## src/rtl/sensor_debounce_pair.sv

```systemverilog
// Purpose: two-channel synchroniser + debouncer turning raw sensor levels into clean levels and edge pulses.
// Latency: 2 sync clocks, then acceptance on the CONFIRM-th shared tick after a level change is first seen.
// Backpressure: none; outputs are free-running registered levels and one-cycle pulses.

// One debounce channel: 2-flop synchroniser, 4-state confirm FSM, registered level and pulses.
module sensor_debounce_chan #(
  parameter int CONFIRM = 3
) (
  input  logic clk,
  input  logic reset,
  input  logic raw,
  input  logic tick,
  output logic lvl,
  output logic rise,
  output logic fall
);

  typedef enum logic [1:0] {
    ZERO  = 2'd0,
    WAIT1 = 2'd1,
    ONE   = 2'd2,
    WAIT0 = 2'd3
  } state_t;

  // Confirm counter reload: CONFIRM-1 more ticks after the first one in WAIT.
  localparam logic [3:0] CNT_INIT = 4'(CONFIRM - 1);

  logic   sync1_q, sync1_d;
  logic   sync2_q, sync2_d;
  state_t state_q, state_d;
  logic [3:0] cnt_q, cnt_d;
  logic   lvl_q, lvl_d;
  logic   rise_q, rise_d;
  logic   fall_q, fall_d;
  logic   s;

  assign s = sync2_q;

  // Next-state logic: synchroniser shift, confirm FSM, level and pulse generation.
  always_comb begin
    sync1_d = raw;
    sync2_d = sync1_q;
    state_d = state_q;
    cnt_d   = cnt_q;
    rise_d  = 1'b0;
    fall_d  = 1'b0;
    unique case (state_q)
      ZERO: begin
        if (s) begin
          state_d = WAIT1;
          cnt_d   = CNT_INIT;
        end
      end
      WAIT1: begin
        if (!s) begin
          state_d = ZERO;
        end else if (tick && cnt_q == 4'd0) begin
          state_d = ONE;
          rise_d  = 1'b1;
        end else if (tick) begin
          cnt_d = cnt_q - 4'd1;
        end
      end
      ONE: begin
        if (!s) begin
          state_d = WAIT0;
          cnt_d   = CNT_INIT;
        end
      end
      WAIT0: begin
        if (s) begin
          state_d = ONE;
        end else if (tick && cnt_q == 4'd0) begin
          state_d = ZERO;
          fall_d  = 1'b1;
        end else if (tick) begin
          cnt_d = cnt_q - 4'd1;
        end
      end
      default: begin
        state_d = ZERO;
      end
    endcase
    // Level follows the accepted state, so it moves in the same cycle as the pulse.
    lvl_d = (state_d == ONE) || (state_d == WAIT0);
  end

  // State registers; reset drops any pending confirmation without emitting a pulse.
  always_ff @(posedge clk or posedge reset) begin
    if (reset) begin
      sync1_q <= 1'b0;
      sync2_q <= 1'b0;
      state_q <= ZERO;
      cnt_q   <= 4'd0;
      lvl_q   <= 1'b0;
      rise_q  <= 1'b0;
      fall_q  <= 1'b0;
    end else begin
      sync1_q <= sync1_d;
      sync2_q <= sync2_d;
      state_q <= state_d;
      cnt_q   <= cnt_d;
      lvl_q   <= lvl_d;
      rise_q  <= rise_d;
      fall_q  <= fall_d;
    end
  end

  assign lvl  = lvl_q;
  assign rise = rise_q;
  assign fall = fall_q;

endmodule

// Top: shared tick counter pacing two independent debounce channels.
module sensor_debounce_pair #(
  parameter int TICK_BITS = 19,
  parameter int CONFIRM   = 3
) (
  input  logic clk,
  input  logic reset,
  input  logic a_raw,
  input  logic b_raw,
  output logic a,
  output logic b,
  output logic a_rise,
  output logic a_fall,
  output logic b_rise,
  output logic b_fall
);

  localparam logic [TICK_BITS-1:0] TICK_ONE = TICK_BITS'(1);

  logic [TICK_BITS-1:0] tick_cnt_q, tick_cnt_d;
  logic                 tick;

  // Free-running tick counter; wraps naturally from all-ones to zero.
  always_comb begin
    tick_cnt_d = tick_cnt_q + TICK_ONE;
  end

  // Tick counter register.
  always_ff @(posedge clk or posedge reset) begin
    if (reset) begin
      tick_cnt_q <= '0;
    end else begin
      tick_cnt_q <= tick_cnt_d;
    end
  end

  // Tick is the single cycle the counter sits at all-ones.
  assign tick = &tick_cnt_q;

  sensor_debounce_chan #(.CONFIRM(CONFIRM)) u_chan_a (
    .clk   (clk),
    .reset (reset),
    .raw   (a_raw),
    .tick  (tick),
    .lvl   (a),
    .rise  (a_rise),
    .fall  (a_fall)
  );

  sensor_debounce_chan #(.CONFIRM(CONFIRM)) u_chan_b (
    .clk   (clk),
    .reset (reset),
    .raw   (b_raw),
    .tick  (tick),
    .lvl   (b),
    .rise  (b_rise),
    .fall  (b_fall)
  );

endmodule
```

## config.mk

```make
export PLATFORM = sky130hd
export DESIGN_NAME = sensor_debounce_pair
export DESIGN_NICKNAME = d
export VERILOG_FILES = /design/src/rtl/sensor_debounce_pair.sv
export SDC_FILE = /design/constraint.sdc
export NUM_CORES = 1
export LEC_CHECK = 0
export CAP_MARGIN = 15
export CORE_MARGIN = 2
export CORE_UTILIZATION = 58
export DETAILED_ROUTE_END_ITERATION = 16
export MAX_ROUTING_LAYER = met4
export PLACE_DENSITY = 0.78
export SYNTH_ARGS = -nofsm -noshare
export SYNTH_HDL_FRONTEND = slang
export SYNTH_SLANG_ARGS = --single-unit
```

## constraint.sdc

```tcl
create_clock -name clk -period 1.9 [get_ports clk]
set_input_delay 0.19 -clock clk [delete_from_list [all_inputs] [get_ports clk]]
set_output_delay 0.19 -clock clk [all_outputs]
set_load 0.01 [all_outputs]
```

Yosys cells after proc, flatten, opt, wreduce, memory -nomap -nowiden --
Cells that the tools add are included.
Storage, ports and cells: bits in latches 0, bits in read-only memories 0, RAM bits 0, flip-flop bits (word level) 41, bits of input ports 4, memories 0
Cells by class: equal/unequal tests 18, add/subtract/negate cells 3, reductions and logical operators 11, shifts and indexed selects 0, magnitude comparators 0, bitwise operators 0, div/mod/pow operators 0, multipliers 0, muxes and demuxes 38
Operators by type and width (number):
- 4-bit 2-to-1 mux | 12
- 4-bit one-hot mux with 4 select lines | 2
- 2-bit 2-to-1 mux | 12
- 19-bit by 1-bit adder with 19-bit output, second input constant | 1
- 19-bit AND reduction | 1
- 2-bit == test, second input constant | 8
- 2-bit one-hot mux with 4 select lines | 2
- 1-bit 2-to-1 mux | 10
- 4-bit zero test | 2
- 2-bit by 1-bit inequality test with 1-bit output, second input constant | 4
- 2-bit inequality test, second input constant | 4
- 4-bit AND reduction | 2
- 4-bit by 1-bit subtractor with 4-bit output, second input constant | 2
- 2-bit by 1-bit == test with 1-bit output, second input constant | 2
- 2-bit zero test | 2
- 1-bit logical AND | 2
- 1-bit logical OR | 2

Depth between registers and ports, before layout --
depth after elaboration 7, mapped depth 6, gate-level depth less buffers 6

By module --
Synthesis repeated with hierarchy kept, for this count alone.
Unflattened totals: cells, all modules 150, area, all modules 1785.5 µm²
Modules (own cells, without submodules):
- sensor_debounce_chan | sequential area each 250.2 µm², times used 2, cells each 41, area each 475.5 µm²
- sensor_debounce_pair | sequential area each 475.5 µm², times used 1, cells each 68, area each 834.6 µm²

Worst setup path before layout --
Ideal clock, no wire load.
path type reg2reg, start point register tick_cnt_q[0], end point register u_chan_b.cnt_q[2], clock period less this slack 1.612 ns, path buffers 1, arrival 1.492 ns, path slack 0.288 ns, cell stages (with the launch flop) 7, data required time 1.780 ns, cell sequence dfrtp_1 ha_1 nand3_1 nor3_4 buf_4 a31oi_1 a41o_1
Between the ends: cells in the longest elaborated chain, start to end 5
Ends and longest elaborated chain:
- from (decl) | RTL line 134 | logic [TICK_BITS-1:0] tick_cnt_q, tick_cnt_d;
- from (signal assigned) | RTL line 147 | tick_cnt_q <= tick_cnt_d;
- 19-bit AND reduction * | RTL line 152 | assign tick = &tick_cnt_q;
- 4-bit 2-to-1 mux or 1-bit logical AND (tied branches)
- 4-bit 2-to-1 mux *
- 4-bit 2-to-1 mux, on equally long branches
- 4-bit one-hot mux with 4 select lines *
- to (signal assigned) | RTL line 102 | cnt_q <= cnt_d;
- to (decl) | RTL line 31 | logic [3:0] cnt_q, cnt_d;
Every way passes the cells marked *; elsewhere a longest branch is shown, timed or not. The select of a mux whose other input is x is not followed. A chain may end at the register's enable or synchronous reset.

Worst setup path in the final report --
start point register u_chan_b.cnt_q[0], end point register u_chan_b.cnt_q[3]
Between the ends: cells in the longest elaborated chain, start to end 5
Ends and longest elaborated chain:
- 4-bit by 1-bit subtractor with 4-bit output or 4-bit zero test (tied branches)
- 4-bit 2-to-1 mux or 1-bit logical AND (tied branches)
- 4-bit 2-to-1 mux * | RTL line 57 | end else if (tick && cnt_q == 4'd0) begin
- 4-bit 2-to-1 mux, on equally long branches | RTL line 71, 55
- 4-bit one-hot mux with 4 select lines * | RTL line 47 | unique case (state_q)
Marked as above.

==> results.cfg <==
[pwr]
p_int_mw = 1.16
p_total_mw = 1.57
cellPowerDensity_nw_per_um2 = 756
ir_worst_vdd_mv = 0.455
p_clk_frac = 0.279
netSwitchingPower_mw = 0.408
leakagePower_nw = 0.967
p_comb_frac = 0.134
pwr-share-seq = 0.587
swShare = 0.260

[synthesis]
netlist_area_um2 = 1850
synth.area.top_cells = dfrtp_1, xnor2_1, ha_1
yosysTopAreaCellShare = 0.554
avgSynthCellArea_um2 = 11.7
ys_async_sr_fraction = 1.00
yosys_warnings = 0
synthTopCellsByCount = dfrtp_1, xnor2_1, nand2_1, inv_1, nand3_1
synth_edf_count = 0
synth_ff_type = dfrtp_1
synth_largest_area_cell = dfrtp_1
synthCells = 158
yosysMostFrequentCell = dfrtp_1
synth_cell_type_count = 38
ys_seq_elements = 41
ys_seq_area_frac = 0.554
synth_nets = 167

[layout]
final_cells = 220
nets = 185
drive_gt1_frac = 0.153
fin_area_um2 = 2070
nFillCells = 256
fin_util = 0.679
antenna_cells = 0
regArea_um2 = 1030
syn_to_final_growth_pct = 11.8
multiInputGateArea_um2 = 774

[place]
gp_congestion = 0.748
dp_slack_ns = 0.180
port_buffers = 9
dp_cells = 213
dp_hpwl_mm = 2.11
placed_cell_area_um2 = 2010

[flow_run]
drv_cap = 0

[grt]
grt_pass1_wl_mm = 5.55
grt_antenna_before_repair = 0
grt_overflow = 0
grt_max_degree = 42
grt_pass1_vias = 1275
track_usage = 0.214

[floorplanning]
die_h_um = 60.5
die_w_um = 60.5
rows = 20
die-area_um2 = 3660
core_um2 = 3050
initial_core_util = 0.607
io_pins = 10

[routing]
drtIter0Drc = 72
detail_route.first_pass.iterations = 4
totalWireLength_mm = 2.99
viasPerCell = 5.55
postRouteAntennaNets = 0
drc = 0
avgRoutedWirePerCell_um = 13.6
num_vias = 1220

[timing]
drv_slew = 0
hold_viol_final = 0
rsz0062_at_grt = false
period_needed_ns = 1.69
min_period_over_period = 0.891
max_freq_ghz = 0.591
fin_skew_ns = 0.00970
setup_tns_ns = 0
worst_pin_slew_ns = 0.540
holdWs_ns = 0.254
slew_headroom = 0.637
setup_ws_ns = 0.207
setup_viol = 0

[clocking]
clock_latency_ns = 0.34
clock-root-buffer = clkbuf_4
cts_made_buffers = 5
ctsHoldBuffers = 0
post_cts_buffers = 0
htreeDepth = 2
clock_sinks = 41
clock_path_buffers = 2
cts_tree = done
clk_pin_slew_ns = 0.11

[setup_path]
critPathArrivalTime_ns = 1.94
critPathSlowestCell = dfrtp_1
crit_type = register to register
critPathMaxStageDelay_ns = 0.38
required_ns = 2.14
endpoint_kind = register
r2r_setup_slack_ns = 0.21
crit_chain = inv_1 > ha_1 > and4bb_2 > or2_2 > a211o_1
path_max_fanout = 7
start_kind = register

[run_status]
status = complete, no violations

[min_path]
hp-class = input port to async pin
==> cell type report <==
class                           instances  share of cell area
Clock buffer                            7              0.0266
Inverter                                9              0.0163
Multi-Input combinational cell        105               0.374
Sequential cell                        41               0.495
Tap cell                               44              0.0266
Timing Repair Buffer                   14              0.0616
==> state kept, by name, summed over array words and instances, names as in the netlist, 2 cells and up <==
| name | count |
|---|---|
| tick_cnt_q | 19 |
| u_chan_a.cnt_q | 4 |
| u_chan_b.cnt_q | 4 |
| u_chan_a.state_q | 2 |
| u_chan_b.state_q | 2 |
==> placed cells by master, fill, tap and decap left out, types with 2 or more instances in the layout <==
cell and count:
and4bb_2 2, ha_1 5, and4_1 3, nand3_1 8, nor3b_1 5, clkdlybuf4s50_1 9
clkbuf_4 5, a21oi_1 6, dfrtp_1 41, nor2_1 7, a31o_2 2, nor4b_1 2
buf_4 5, inv_1 9, mux2_2 4, a31oi_1 2, nand4_1 4, nor3_1 4
nand2_1 11, and3_1 2, nand3_2 4, xor2_1 5, xnor2_1 14
==> path summary, 6_finish.rpt <==
path,from,cells past startpoint,end
max,u_chan_b.cnt_q[0]$_DFFE_PP0P_,5,u_chan_b.cnt_q[3]$_DFFE_PP0P_
min,reset,3,u_chan_b.cnt_q[2]$_DFFE_PP0P_
max reg2reg,u_chan_b.cnt_q[0]$_DFFE_PP0P_,5,u_chan_b.cnt_q[3]$_DFFE_PP0P_
min reg2reg,u_chan_b.sync1_q$_DFF_PP0_,0,u_chan_b.s$_DFF_PP0_
max in group asynchronous,reset,3,tick_cnt_q[13]$_DFF_PP0_
min in group clk,a_raw,1,u_chan_a.sync1_q$_DFF_PP0_
==> critical path, delay by kind of cell, from the launching register on <==
family          cells  cell delay, ns
flops               1            0.38
fa+ha+maj           1            0.20
simple gates        2            0.62
compound gates      1            0.30
buf+inv             1            0.08
==> cell families (layout without fill, tap and decap cells) <==
group,count (synthesis),in the layout,share of synthesized area
AO/OA/AOI/OAI,19,19,0.0756
XOR/XNOR,19,19,0.0898
adder cells (fa/ha/maj),5,5,0.0338
buffers and inverters,12,30,0.0311
flip-flops,41,41,0.554
multiplexers,4,4,0.0243
AND/OR/NAND/NOR,58,58,0.192
==> power groups by stage <==
| stage | Sequential [mW] | Clock [mW] | Combinational, mW |
|---|---|---|---|
| global route | 0.924 | 0.494 | 0.239 |
| floorplan | 0.931 | 0 | 0.154 |
| finish | 0.919 | 0.437 | 0.210 |
| detailed placement | 0.937 | 0 | 0.205 |
| global placement | 0.936 | 0 | 0.193 |
| CTS | 0.920 | 0.451 | 0.212 |
==> timing repair <==
item                                    in CTS  in global routing
endpoints found under the setup margin       0                  1
hold endpoints to repair                     0                  0
resized for setup                            0                  1
==> metal layers <==
metal / up-vias / routed length (µm) / track usage
li1: 591 / - / -
met1: 614 / 1320 / 0.255
met2: 10 / 1550 / 0.359
met3: 5 / 79 / 0.0576
met4: 0 / 38 / 0.0652
met5: - / 0 / -
(Power assumes the default switching activity.)
